==> src/rtl/alu_arbiter_if.sv <==
// ---------------------------------------------------------------------------
// alu_arbiter_if
//   One requester's connection to the ALU arbiter: a valid/ready request
//   channel carrying two operands and an opcode, and a valid/ready response
//   channel. The response data itself (result and flags) is shared by all
//   requesters and lives on the arbiter's plain ports.
//
//   master : the requester (drives the request, accepts the response)
//   slave  : the arbiter   (accepts the request, presents the response)
// ---------------------------------------------------------------------------
interface alu_arbiter_if;
    logic        req_valid;
    logic        req_ready;
    logic [31:0] req_a;
    logic [31:0] req_b;
    logic [3:0]  req_aluc;
    logic        rsp_valid;
    logic        rsp_ready;

    modport master (
        output req_valid, req_a, req_b, req_aluc, rsp_ready,
        input  req_ready, rsp_valid
    );

    modport slave (
        input  req_valid, req_a, req_b, req_aluc, rsp_ready,
        output req_ready, rsp_valid
    );
endinterface

==> src/rtl/alu_arbiter.sv <==
// ---------------------------------------------------------------------------
// alu_arbiter
//   Shares one 32-bit ALU between requester 0 (core datapath) and requester 1
//   (address/branch unit). A granted request's operands and opcode are
//   registered onto the ALU, held for EXEC_CYCLES cycles, and then the ALU
//   result and flags are captured and offered back to the owner. Ties are
//   broken round-robin against the requester that completed last.
//
// Ports
//   clk, rst_n          clock (rising edge), asynchronous active-low reset
//   req0, req1          requester channels (alu_arbiter_if.slave)
//   rsp_r, rsp_flags    captured result / {zero, carry, negative, overflow},
//                       qualified by the owner's rsp_valid
//   alu_a/b/aluc        registered operands and opcode to the ALU
//   alu_r, alu_*flags   ALU result and flags
//   busy                high whenever an operation is in flight
// ---------------------------------------------------------------------------
module alu_arbiter #(
    parameter int EXEC_CYCLES = 1
) (
    input  logic                clk,
    input  logic                rst_n,
    alu_arbiter_if.slave        req0,
    alu_arbiter_if.slave        req1,
    output logic [31:0]         rsp_r,
    output logic [3:0]          rsp_flags,
    output logic [31:0]         alu_a,
    output logic [31:0]         alu_b,
    output logic [3:0]          alu_aluc,
    input  logic [31:0]         alu_r,
    input  logic                alu_zero,
    input  logic                alu_carry,
    input  logic                alu_negative,
    input  logic                alu_overflow,
    output logic                busy
);

    if (EXEC_CYCLES < 1 || EXEC_CYCLES > 15) begin : g_bad_exec_cycles
        $error("alu_arbiter: EXEC_CYCLES must be within 1..15");
    end

    localparam logic [1:0] IDLE = 2'd0;
    localparam logic [1:0] EXEC = 2'd1;
    localparam logic [1:0] RESP = 2'd2;

    // cnt counts down to zero, so the operands sit on the ALU for
    // exactly EXEC_CYCLES cycles before the result is sampled.
    localparam logic [3:0] CNT_INIT = 4'(EXEC_CYCLES - 1);

    logic [1:0] state;
    logic [3:0] cnt;
    logic       owner;
    logic       last_grant;
    logic       grant;
    logic       req_hs;
    logic       rsp_hs;

    // With both requesters waiting, the one that did not finish last wins;
    // with a single requester waiting, it simply gets the ALU.
    // NOTE: grant gets a default before any branch so no path leaves it
    // unassigned, which keeps this block purely combinational (no latch).
    always_comb begin
        grant = 1'b0;
        if (req0.req_valid && req1.req_valid) begin
            grant = ~last_grant;
        end else if (req1.req_valid) begin
            grant = 1'b1;
        end
    end

    // Ready also requires valid so both readies idle low when nobody asks.
    assign req0.req_ready = (state == IDLE) && req0.req_valid && !grant;
    assign req1.req_ready = (state == IDLE) && req1.req_valid &&  grant;
    assign req_hs         = req0.req_ready || req1.req_ready;

    assign req0.rsp_valid = (state == RESP) && !owner;
    assign req1.rsp_valid = (state == RESP) &&  owner;
    // Only the owner's ready counts; the other requester's ready is ignored.
    assign rsp_hs         = (state == RESP) && (owner ? req1.rsp_ready : req0.rsp_ready);

    assign busy = (state != IDLE);

    // NOTE: every register here uses non-blocking assignment so all state
    // updates on an edge see the pre-edge values of each other.
    always_ff @(posedge clk or negedge rst_n) begin
        if (!rst_n) begin
            state      <= IDLE;
            cnt        <= '0;
            owner      <= 1'b0;
            last_grant <= 1'b1;   // requester 0 wins the first tie
            alu_a      <= '0;
            alu_b      <= '0;
            alu_aluc   <= '0;
            rsp_r      <= '0;
            rsp_flags  <= '0;
        end else begin
            case (state)
                IDLE: begin
                    if (req_hs) begin
                        alu_a    <= grant ? req1.req_a    : req0.req_a;
                        alu_b    <= grant ? req1.req_b    : req0.req_b;
                        alu_aluc <= grant ? req1.req_aluc : req0.req_aluc;
                        owner    <= grant;
                        cnt      <= CNT_INIT;
                        state    <= EXEC;
                    end
                end
                EXEC: begin
                    if (cnt != 4'd0) begin
                        cnt <= cnt - 4'd1;
                    end else begin
                        // Flags are passed through exactly as the ALU reports them.
                        rsp_r     <= alu_r;
                        rsp_flags <= {alu_zero, alu_carry, alu_negative, alu_overflow};
                        state     <= RESP;
                    end
                end
                RESP: begin
                    if (rsp_hs) begin
                        last_grant <= owner;
                        state      <= IDLE;
                    end
                end
                default: begin
                    state <= IDLE;
                end
            endcase
        end
    end

endmodule
==> src/flat_wrapper.sv <==
// flat-port wrapper written by rule: the top's interface ports become plain ports
module alu_arbiter_flat 
#(
    parameter int EXEC_CYCLES = 1
)
  (clk, rst_n, rsp_r, rsp_flags, alu_a, alu_b, alu_aluc, alu_r, alu_zero, alu_carry, alu_negative, alu_overflow, busy, req0_req_valid, req0_req_a, req0_req_b, req0_req_aluc, req0_rsp_ready, req0_req_ready, req0_rsp_valid, req1_req_valid, req1_req_a, req1_req_b, req1_req_aluc, req1_rsp_ready, req1_req_ready, req1_rsp_valid);
  alu_arbiter_if req0_i ();
  alu_arbiter_if req1_i ();
  input  logic clk;
  input  logic rst_n;
  output logic [31:0] rsp_r;
  output logic [3:0] rsp_flags;
  output logic [31:0] alu_a;
  output logic [31:0] alu_b;
  output logic [3:0] alu_aluc;
  input  logic [31:0] alu_r;
  input  logic alu_zero;
  input  logic alu_carry;
  input  logic alu_negative;
  input  logic alu_overflow;
  output logic busy;
  input wire logic [$bits(req0_i.req_valid)-1:0] req0_req_valid;
  input wire logic [$bits(req0_i.req_a)-1:0] req0_req_a;
  input wire logic [$bits(req0_i.req_b)-1:0] req0_req_b;
  input wire logic [$bits(req0_i.req_aluc)-1:0] req0_req_aluc;
  input wire logic [$bits(req0_i.rsp_ready)-1:0] req0_rsp_ready;
  output wire logic [$bits(req0_i.req_ready)-1:0] req0_req_ready;
  output wire logic [$bits(req0_i.rsp_valid)-1:0] req0_rsp_valid;
  input wire logic [$bits(req1_i.req_valid)-1:0] req1_req_valid;
  input wire logic [$bits(req1_i.req_a)-1:0] req1_req_a;
  input wire logic [$bits(req1_i.req_b)-1:0] req1_req_b;
  input wire logic [$bits(req1_i.req_aluc)-1:0] req1_req_aluc;
  input wire logic [$bits(req1_i.rsp_ready)-1:0] req1_rsp_ready;
  output wire logic [$bits(req1_i.req_ready)-1:0] req1_req_ready;
  output wire logic [$bits(req1_i.rsp_valid)-1:0] req1_rsp_valid;
  assign req0_i.req_valid = req0_req_valid;
  assign req0_i.req_a = req0_req_a;
  assign req0_i.req_b = req0_req_b;
  assign req0_i.req_aluc = req0_req_aluc;
  assign req0_i.rsp_ready = req0_rsp_ready;
  assign req0_req_ready = req0_i.req_ready;
  assign req0_rsp_valid = req0_i.rsp_valid;
  assign req1_i.req_valid = req1_req_valid;
  assign req1_i.req_a = req1_req_a;
  assign req1_i.req_b = req1_req_b;
  assign req1_i.req_aluc = req1_req_aluc;
  assign req1_i.rsp_ready = req1_rsp_ready;
  assign req1_req_ready = req1_i.req_ready;
  assign req1_rsp_valid = req1_i.rsp_valid;
  alu_arbiter #(.EXEC_CYCLES(EXEC_CYCLES)) u_core (.clk(clk), .rst_n(rst_n), .req0(req0_i), .req1(req1_i), .rsp_r(rsp_r), .rsp_flags(rsp_flags), .alu_a(alu_a), .alu_b(alu_b), .alu_aluc(alu_aluc), .alu_r(alu_r), .alu_zero(alu_zero), .alu_carry(alu_carry), .alu_negative(alu_negative), .alu_overflow(alu_overflow), .busy(busy));
endmodule
==> config.mk <==
export PLATFORM = sky130hd
export DESIGN_NAME = alu_arbiter_flat
export DESIGN_NICKNAME = d
export VERILOG_FILES = /design/src/rtl/alu_arbiter_if.sv /design/src/rtl/alu_arbiter.sv /design/src/flat_wrapper.sv
export SDC_FILE = /design/constraint.sdc
export NUM_CORES = 1
export LEC_CHECK = 0
export ABC_AREA = 1
export CAP_MARGIN = 20
export CORE_MARGIN = 3
export CORE_UTILIZATION = 30
export CTS_CLUSTER_SIZE = 10
export DETAILED_ROUTE_END_ITERATION = 6
export PLACE_DENSITY = 0.69
export SYNTH_ARGS = -nofsm -noshare
export SYNTH_HDL_FRONTEND = slang
export SYNTH_SLANG_ARGS = --single-unit
==> constraint.sdc <==
create_clock -name clk -period 1.15 [get_ports clk]
set_input_delay 0.115 -clock clk [delete_from_list [all_inputs] [get_ports clk]]
set_output_delay 0.115 -clock clk [all_outputs]
set_load 0.1 [all_outputs]
# ---- Word level (Yosys, flattened, before mapping)
# Index checks and enable logic that the tools add are counted.
dict set report totals {
  reg_bits 112
  wordCells 51
}
dict set report op_classes {
  add_sub_neg 1
  reduce_logical 20
  n_bitwise 2
  eq_ne 6
  mux 13
}
# cell count
set ops {}
lappend ops {{32-bit two-way mux} 2}
lappend ops {{4-bit two-way mux} 3}
lappend ops {{1-bit logical AND} 8}
lappend ops {{4-bit case mux with 2 select lines} 1}
lappend ops {{2-bit two-way mux} 3}
lappend ops {{2-bit by 1-bit != test with 1-bit output (second input constant)} 3}
lappend ops {{2-bit case mux with 3 select lines} 1}
lappend ops {{2-bit AND reduction} 3}
lappend ops {{3-bit AND reduction} 2}
lappend ops {{2-bit nonzero test} 2}
lappend ops {{4-bit nonzero test} 1}
lappend ops {{4-bit by 1-bit subtractor with 4-bit output (second input constant)} 1}
lappend ops {{1-bit two-way mux} 3}
lappend ops {{2-bit by 1-bit equality test with 1-bit output (second input constant)} 1}
lappend ops {{2-bit equality test (second input constant)} 1}
lappend ops {{1-bit zero test} 2}
lappend ops {{2-bit zero test} 1}
lappend ops {{2-bit != test (second input constant)} 1}
lappend ops {{1-bit inverter} 2}
lappend ops {{1-bit logical OR} 1}

# ---- Logic depth before layout (Yosys ltp)
# Gate-level depths: netlist of run 1.
dict set report logic_depth {
  word_depth 7
  ltp_mapped 7
}

# ---- Worst setup path after synthesis of run 1
# Ideal clock, no wire load.
dict set report synth_path {
  path_kind {reg2out}
  from {register u_core.state[1]}
  to {output port req1_req_ready}
  path_stages_with_launch 4
  arrival_ns 2.351
  t_required_ns 1.035
  slack_ns -1.316
  cell_sequence {dfrtp_1 -> nor2_2 -> inv_1 -> nor2_1}
}
dict set report synth_via {
  elab_chain_len 3
}
# item line
set synth_rtl {}
lappend synth_rtl {{start, declared} alu_arbiter.sv:50} ;# logic [1:0] state;
lappend synth_rtl {{start signal, assigned} alu_arbiter.sv:87} ;# state <= IDLE;
lappend synth_rtl {{start signal, assigned} alu_arbiter.sv:105} ;# state <= EXEC;
lappend synth_rtl {{start signal, assigned} alu_arbiter.sv:115} ;# state <= RESP;
lappend synth_rtl {{2-bit zero test} alu_arbiter.sv:73} ;# assign req1.req_ready = (state == IDLE) && req1.req_valid && grant;
lappend synth_rtl {{1-bit logical AND (2 in series)} alu_arbiter.sv:73}
lappend synth_rtl {{end, declared} flat_wrapper.sv:34} ;# output wire logic [$bits(req1_i.req_ready)-1:0] req1_req_ready;
# No other way between the ends.

# ---- Worst setup path in the final report of run 1
dict set report layout_path {
  from {register u_core.last_grant}
  to {register u_core.alu_a[8]}
}
dict set report layout_via {
  elab_chain_len 6
  word_cells_on_any_way 8
}
# item line
set layout_rtl {}
lappend layout_rtl {{start, declared} alu_arbiter.sv:53} ;# logic last_grant;
lappend layout_rtl {{start signal, assigned} alu_arbiter.sv:120} ;# last_grant <= owner;
lappend layout_rtl {{1-bit inverter (*)} alu_arbiter.sv:65} ;# grant = ~last_grant;
lappend layout_rtl {{1-bit two-way mux (*)} alu_arbiter.sv:64} ;# if (req0.req_valid && req1.req_valid) begin
lappend layout_rtl {{1-bit zero test} alu_arbiter.sv:72} ;# assign req0.req_ready = (state == IDLE) && req0.req_valid && !grant;
lappend layout_rtl {{1-bit logical AND} alu_arbiter.sv:72}
lappend layout_rtl {{1-bit logical OR} alu_arbiter.sv:74} ;# assign req_hs = req0.req_ready || req1.req_ready;
lappend layout_rtl {{2-bit AND reduction (no source line)} --}
lappend layout_rtl {{end signal, assigned} alu_arbiter.sv:100} ;# alu_a <= grant ? req1.req_a : req0.req_a;
lappend layout_rtl {{end, declared} alu_arbiter.sv:27} ;# output logic [31:0] alu_a,
# Every way passes the cells marked *; elsewhere a longest branch is shown, timed or not.
# A chain may end at the register's enable or synchronous reset.

==> reports/qor.txt, run 1 <==
Outcome = complete, but fails checks
Failing checks = setup timing
Hold Path Class = in -> async
Vias in the first global route = 5492
Post-Route WL = 21200 um
Dpl hpwl = 13100 um
Core footprint = 16800 um2
Synth-to-layout area growth = 122%
Fmax = 0.621 GHz
Worst slew margin = 0.717
Ant diodes = 0
Clk_lat worst skew = 0.35 ns
# setup viols final = 116
Nets = 1158
Most frequent cells in the layout = clkdlybuf4s50_1, buf_12, nand2_1
Setup crit end kind = flop
Mapped Avg Cell Area = 8.08 um2
Fillcell total = 1201
Via count = 5514
Largest net degree at the start of global routing = 46
Post-synthesis cell type count = 22
Initial Utilization = 0.310
Netlist Area Pre-Place = 5200 um2
Worst Reg-to-Reg Cells = 8
Die ar. = 19000 um2
Max clock buf depth = 2
GR Util All Layers = 0.201
Slew Limit Fails = 0
CP startpoint = u_core.last_grant$_DFFE_PN1P_
CTS tree = built
Max cap viols = 0
Pre-CTS setup slack = -0.443 ns
Die Ht = 138 um
Sequential share of the synthesized area = 0.539
IO Port Bufs = 286
Starting DRT DRC Count = 191
DR pass1 iterations = 4
R2R Setup Slk = -0.46 ns
WS Path Type = reg -> reg
Ys Warns = 0
Final core utilization = 0.690
GPL Wtd Cong = 0.759
DIE WIDTH = 138 um
Clock Skew = 0.00941 ns
Placed cell count = 1145
Data arrival time of the worst path = 1.82 ns
Syn_nets = 824
Clk sinks = 112
Initial antenna violation count = 0
Final WS setup = -0.460 ns
Fin crit share = 1.40
Register bit count reported by yosys = 112
Std cell rows = 47
Critical Path Start Type = flop
Num ports = 287
DR DRC count = 0
DR vias/cell = 4.58
RSZ-0062 raised after global routing = yes
Worst slew pin tran = 0.424 ns
Max FO, Critical Path = 10
Leading cell type in the layout, fill and taps excluded = clkdlybuf4s50_1
WL per Instance = 17.6 um
Total gr overflow = 0
Worst-path clk slew = 0.08 ns
H-tree levels = 3
Share of layout cells above drive strength 1 = 0.409
Final std cells w/o fill = 1203
First-pass GRT wire length = 29000 um
Cells after Synth = 644
Reg2reg start = u_core.last_grant$_DFFE_PN1P_
Post-route minimum period = 1.61 ns
Final hold vios = 0
Number of nets with antenna violations after routing = 0
CTS Root Cell = clkbuf_16
WP data required = 1.36 ns
CTS Buf Count = 9
cell usage after synthesis:
master / n / share of area
o21ai_2: 2 / 0.0034
nand2_1: 183 / 0.13
xor2_1: 1 / 0.0017
clkbuf_1: 7 / 0.0051
nand4_1: 1 / 0.0012
inv_1: 112 / 0.081
o22ai_1: 1 / 0.0012
buf_6: 10 / 0.022
and3_1: 1 / 0.0012
buf_4: 3 / 0.0043
nand2_2: 2 / 0.0024
o21ai_1: 140 / 0.13
o21ai_0: 37 / 0.036
nor2_2: 2 / 0.0024
nor2_4: 1 / 0.0022
nand3_1: 2 / 0.0019
ha_1: 2 / 0.0048
dfstp_2: 1 / 0.0051
dfrtp_1: 111 / 0.53
nand3_2: 2 / 0.0038
buf_2: 17 / 0.016
nor2_1: 6 / 0.0043
routing by layer:
| layer | up-vias | global-route usage | part of all wire | wire length [um] |
|---|---|---|---|---|
| met5 | - | 0 | 0 | 0 |
| met4 | 0 | 0.0693 | 0.023 | 498 |
| met3 | 35 | 0.0625 | 0.090 | 1920 |
| met2 | 221 | 0.362 | 0.53 | 11200 |
| met1 | 2582 | 0.221 | 0.36 | 7560 |
| li1 | 2676 | - | - | - |
flip-flops by register name, indices dropped and copies added (netlist names):
| name | flops |
|---|---|
| u_core.alu_a | 32 |
| u_core.alu_aluc | 4 |
| u_core.alu_b | 32 |
| u_core.cnt | 4 |
| u_core.last_grant | 1 |
| u_core.owner | 1 |
| u_core.rsp_flags | 4 |
| u_core.rsp_r | 32 |
| u_core.state | 2 |
cell type report:
cell class | instances | area (um2) | area share
Clock inverter | 6 | 66.3 | 0.00574
Multi-Input combinational cell | 383 | 2470 | 0.213
Tap cell | 220 | 275 | 0.0238
Clock buffer | 10 | 229 | 0.0198
Timing Repair Buffer | 360 | 5230 | 0.452
Inverter | 112 | 427 | 0.0369
Sequential cell | 112 | 2870 | 0.248
critical path, cell delays in order, from the launching register on:
cell,delay (ns)
dfstp_2,0.54
nand2_2,0.06
nand2_4,0.08
buf_6,0.13
clkbuf_16,0.18
buf_16,0.15
nand2_1,0.10
o21ai_2,0.10
o21ai_1,0.13
cell families after synthesis:
kind of cell | after synthesis | synth area share
DFF | 112 | 0.539
buffers and inverters | 149 | 0.128
AOI/OAI and AO/OA | 180 | 0.175
and+or+nand+nor | 200 | 0.152
adders and majority gates | 2 | 0.00481
xor gates and xnor gates | 1 | 0.00168
worst paths after layout:
path                                                     end
min in group clk                u_core.rsp_r[19]$_DFFE_PN0P_
worst min-delay path            u_core.alu_a[10]$_DFFE_PN0P_
max in group asynchronous       u_core.alu_a[31]$_DFFE_PN0P_
worst max-delay path             u_core.alu_a[8]$_DFFE_PN0P_
worst max register to register   u_core.alu_a[8]$_DFFE_PN0P_
worst min register to register  u_core.alu_a[31]$_DFFE_PN0P_
timing repair:
action	CTS	global route
setup buffers	19	7
endpoints found under the hold margin	20	0
gates resized for setup	124	134
pin swaps	14	33
gates cloned	15	9
setup endpoints to repair	105	117
hold buffers	1	0
through the flow:
stage               instance area [um2]  TNS, ns  hold slack (ns)
floorplan                          5390    -4.40           -0.181
global placement                   9730   -25.25           0.0778
detailed placement                 9730   -28.64           0.0793
CTS                               11000   -36.29            0.239
global route                      11600   -40.19            0.261
finish                            11600   -32.43            0.234
Power of run 1 is left out: the tool's default activity adds up to more than one toggle a clock period on the data nets, which glitch-free logic cannot reach.
==> run 2, diff against run 1 <==
--- a/config.mk
+++ b/config.mk
@@ -6,7 +6,7 @@
 export NUM_CORES = 1
 export LEC_CHECK = 0
 export ABC_AREA = 1
-export CAP_MARGIN = 20
+export CAP_MARGIN = 30
 export CORE_MARGIN = 3
 export CORE_UTILIZATION = 30
 export CTS_CLUSTER_SIZE = 10
@@ -15,3 +15,4 @@
 export SYNTH_ARGS = -nofsm -noshare
 export SYNTH_HDL_FRONTEND = slang
 export SYNTH_SLANG_ARGS = --single-unit
+export TNS_END_PERCENT = 5
==> run 2 against run 1 <==
  * The run still ends with setup timing left
  * Wire length fell by 22%
  * Global-route usage fell by 3.2 points
  * Clock skew rose by 0.0022 ns
  * Register-to-register slack improved by 0.16 ns
  * Final cell count fell by 2.6%
  * Die area did not move
  * Non-clock buffer count fell by 31
  * Critical endpoint is now req0_req_ready
  * Largest cell class unchanged
==> reports/qor.txt, run 2 (synthesis gave the netlist of run 1 again) <==
Num ports = 287 (unchanged)
Crit Reg-Reg Endpoint = u_core.alu_a[5]$_DFFE_PN0P_
Clk_lat worst skew = 0.36 ns (about the same)
Largest registers = u_core.alu_a (32), u_core.alu_b (32), u_core.rsp_r (32)
IO Port Bufs = 286 (unchanged)
Met2 routed WL = 8260 um (-26%)
Failing checks = setup timing
Reg2reg start = u_core.last_grant$_DFFE_PN1P_
Largest net degree at the start of global routing = 63 (+37%)
Initial antenna violation count = 0 (unchanged)
CP startpoint = u_core.state[0]$_DFFE_PN0P_
WL per Instance = 14.2 um (-19%)
DIE WIDTH = 138 um (unchanged)
Die ar. = 19000 um2 (unchanged)
WP data required = 1.03 ns (-0.33 ns)
Synth-to-layout area growth = 94.5%
Clock Skew = 0.0116 ns (+0.00218 ns)
Leading cell type in the layout, fill and taps excluded = nand2_1
CTS Root Cell = clkbuf_16
Setup crit end kind = output pin
Via count = 5117 (-7.2%)
GR Util All Layers = 0.168 (-0.0321)
Share of layout cells above drive strength 1 = 0.204 (-0.205)
Total gr overflow = 0 (unchanged)
Met1 Routed Length = 6160 um (-18%)
Fillcell total = 1398 (+16%)
Dpl hpwl = 12900 um (-1.6%)
Worst slew pin tran = 0.362 ns (-0.0623 ns)
WS Path Type = reg -> out
DR DRC count = 0 (unchanged)
Hold Path Class = in -> async
DR pass1 iterations = 4 (unchanged)
Worst slew margin = 0.759 (+0.0415)
Ant diodes = 0 (unchanged)
Nets = 1127 (-2.7%)
GPL Wtd Cong = 0.777 (+2.4%)
Hold slack final = 0.201 ns (-0.0338 ns)
Slew Limit Fails = 0 (unchanged)
Clk sinks = 112 (unchanged)
Max clock buf depth = 2 (unchanged)
Post-route minimum period = 1.54 ns (-0.0679 ns)
Fmax = 0.648 GHz (+4.4%)
Critical Path Start Type = flop
Die Ht = 138 um (unchanged)
Final hold vios = 0 (unchanged)
Fin crit share = 1.34 (-0.0591)
Most frequent cells in the layout = nand2_1, clkdlybuf4s50_1, o21ai_1
R2R Setup Slk = -0.30 ns (+0.16 ns)
Final WS setup = -0.393 ns (+0.0679 ns)
Worst Reg-to-Reg Cells = 7 (-1)
Post-Route WL = 16600 um (-22%)
Worst-path clk slew = 0.08 ns (about the same)
Outcome = complete, but fails checks
Core footprint = 16800 um2 (unchanged)
CTS tree = built
Number of nets with antenna violations after routing = 0 (unchanged)
First-pass GRT wire length = 24700 um (-15%)
Max cap viols = 0 (unchanged)
CTS Buf Count = 9 (unchanged)
DR vias/cell = 4.37 (-4.7%)
Met3 wire length = 1860 um (-3.0%)
RSZ-0062 raised after global routing = yes
H-tree levels = 3 (unchanged)
Vias in the first global route = 4896 (-11%)
Crit path capture = req0_req_ready
Starting DRT DRC Count = 170 (-11%)
Max FO, Critical Path = 2 (-8)
# setup viols final = 116 (unchanged)
Highest routed layer = met4
Data arrival time of the worst path = 1.43 ns (-0.39 ns)
Std cell rows = 47 (unchanged)
Initial Utilization = 0.310 (unchanged)
==> run 2: area by class of cell <==
| type | instances | area (um2) | area share |
|---|---|---|---|
| clock buffer | 9 | 225 | 0.0223 |
| clock inverter | 7 | 101 | 0.0100 |
| inverter | 112 | 429 | 0.0424 |
| multi-input combinational | 383 | 1810 | 0.178 |
| sequential | 112 | 2810 | 0.277 |
| tap | 220 | 275 | 0.0272 |
| timing repair buffer | 329 | 4480 | 0.443 |
==> run 2: per-layer routing <==
layer / track usage / vias up
met5: 0 / -
li1: - / 2603
met3: 0.0709 / 22
met2: 0.293 / 202
met4: 0.0654 / 0
met1: 0.181 / 2290
==> run 2: worst min path at each step <==
stage | start | cells past startpoint | endpoint
after floorplan | rst_n | 0 | u_core.alu_a[0]$_DFFE_PN0P_
after global placement | rst_n | 1 | u_core.alu_aluc[3]$_DFFE_PN0P_
after detailed placement | rst_n | 1 | u_core.alu_a[1]$_DFFE_PN0P_
after CTS | rst_n | 2 | u_core.alu_a[18]$_DFFE_PN0P_
after global routing | rst_n | 2 | u_core.alu_a[5]$_DFFE_PN0P_
final | rst_n | 2 | u_core.alu_a[1]$_DFFE_PN0P_
==> run 2: worst max-delay path: stages (launching register included) <==
cell and delay [ns]:
dfrtp_1 0.42, nor2_4 0.16, buf_6 0.13, and3_4 0.19, buf_12 0.17
==> run 2: repair_timing <==
action	4_1_cts	5_1_grt
pin swaps	5	3
gates resized for setup	12	12
hold endpoints to repair	20	0
setup endpoints to repair	114	117
cloned	0	2
setup buffers	2	1
hold buffers	1	0
==> run 2: per-stage QoR <==
| stage | instance area, um2 | util | TNS [ns] | std cells | setup WS (ns) |
|---|---|---|---|---|---|
| after global placement | 9640 | 0.575 | -23.12 | 1150 | -0.329 |
| after CTS | 10000 | 0.598 | -25.63 | 1169 | -0.393 |
| after detailed placement | 9640 | 0.575 | -25.24 | 1150 | -0.344 |
| after floorplan | 5250 | - | -7.13 | 644 | -0.557 |
| final | 10100 | 0.604 | -26.70 | 1172 | -0.393 |
| after global routing | 10100 | 0.604 | -36.57 | 1172 | -0.449 |
Power of run 2 is left out for the same reason.
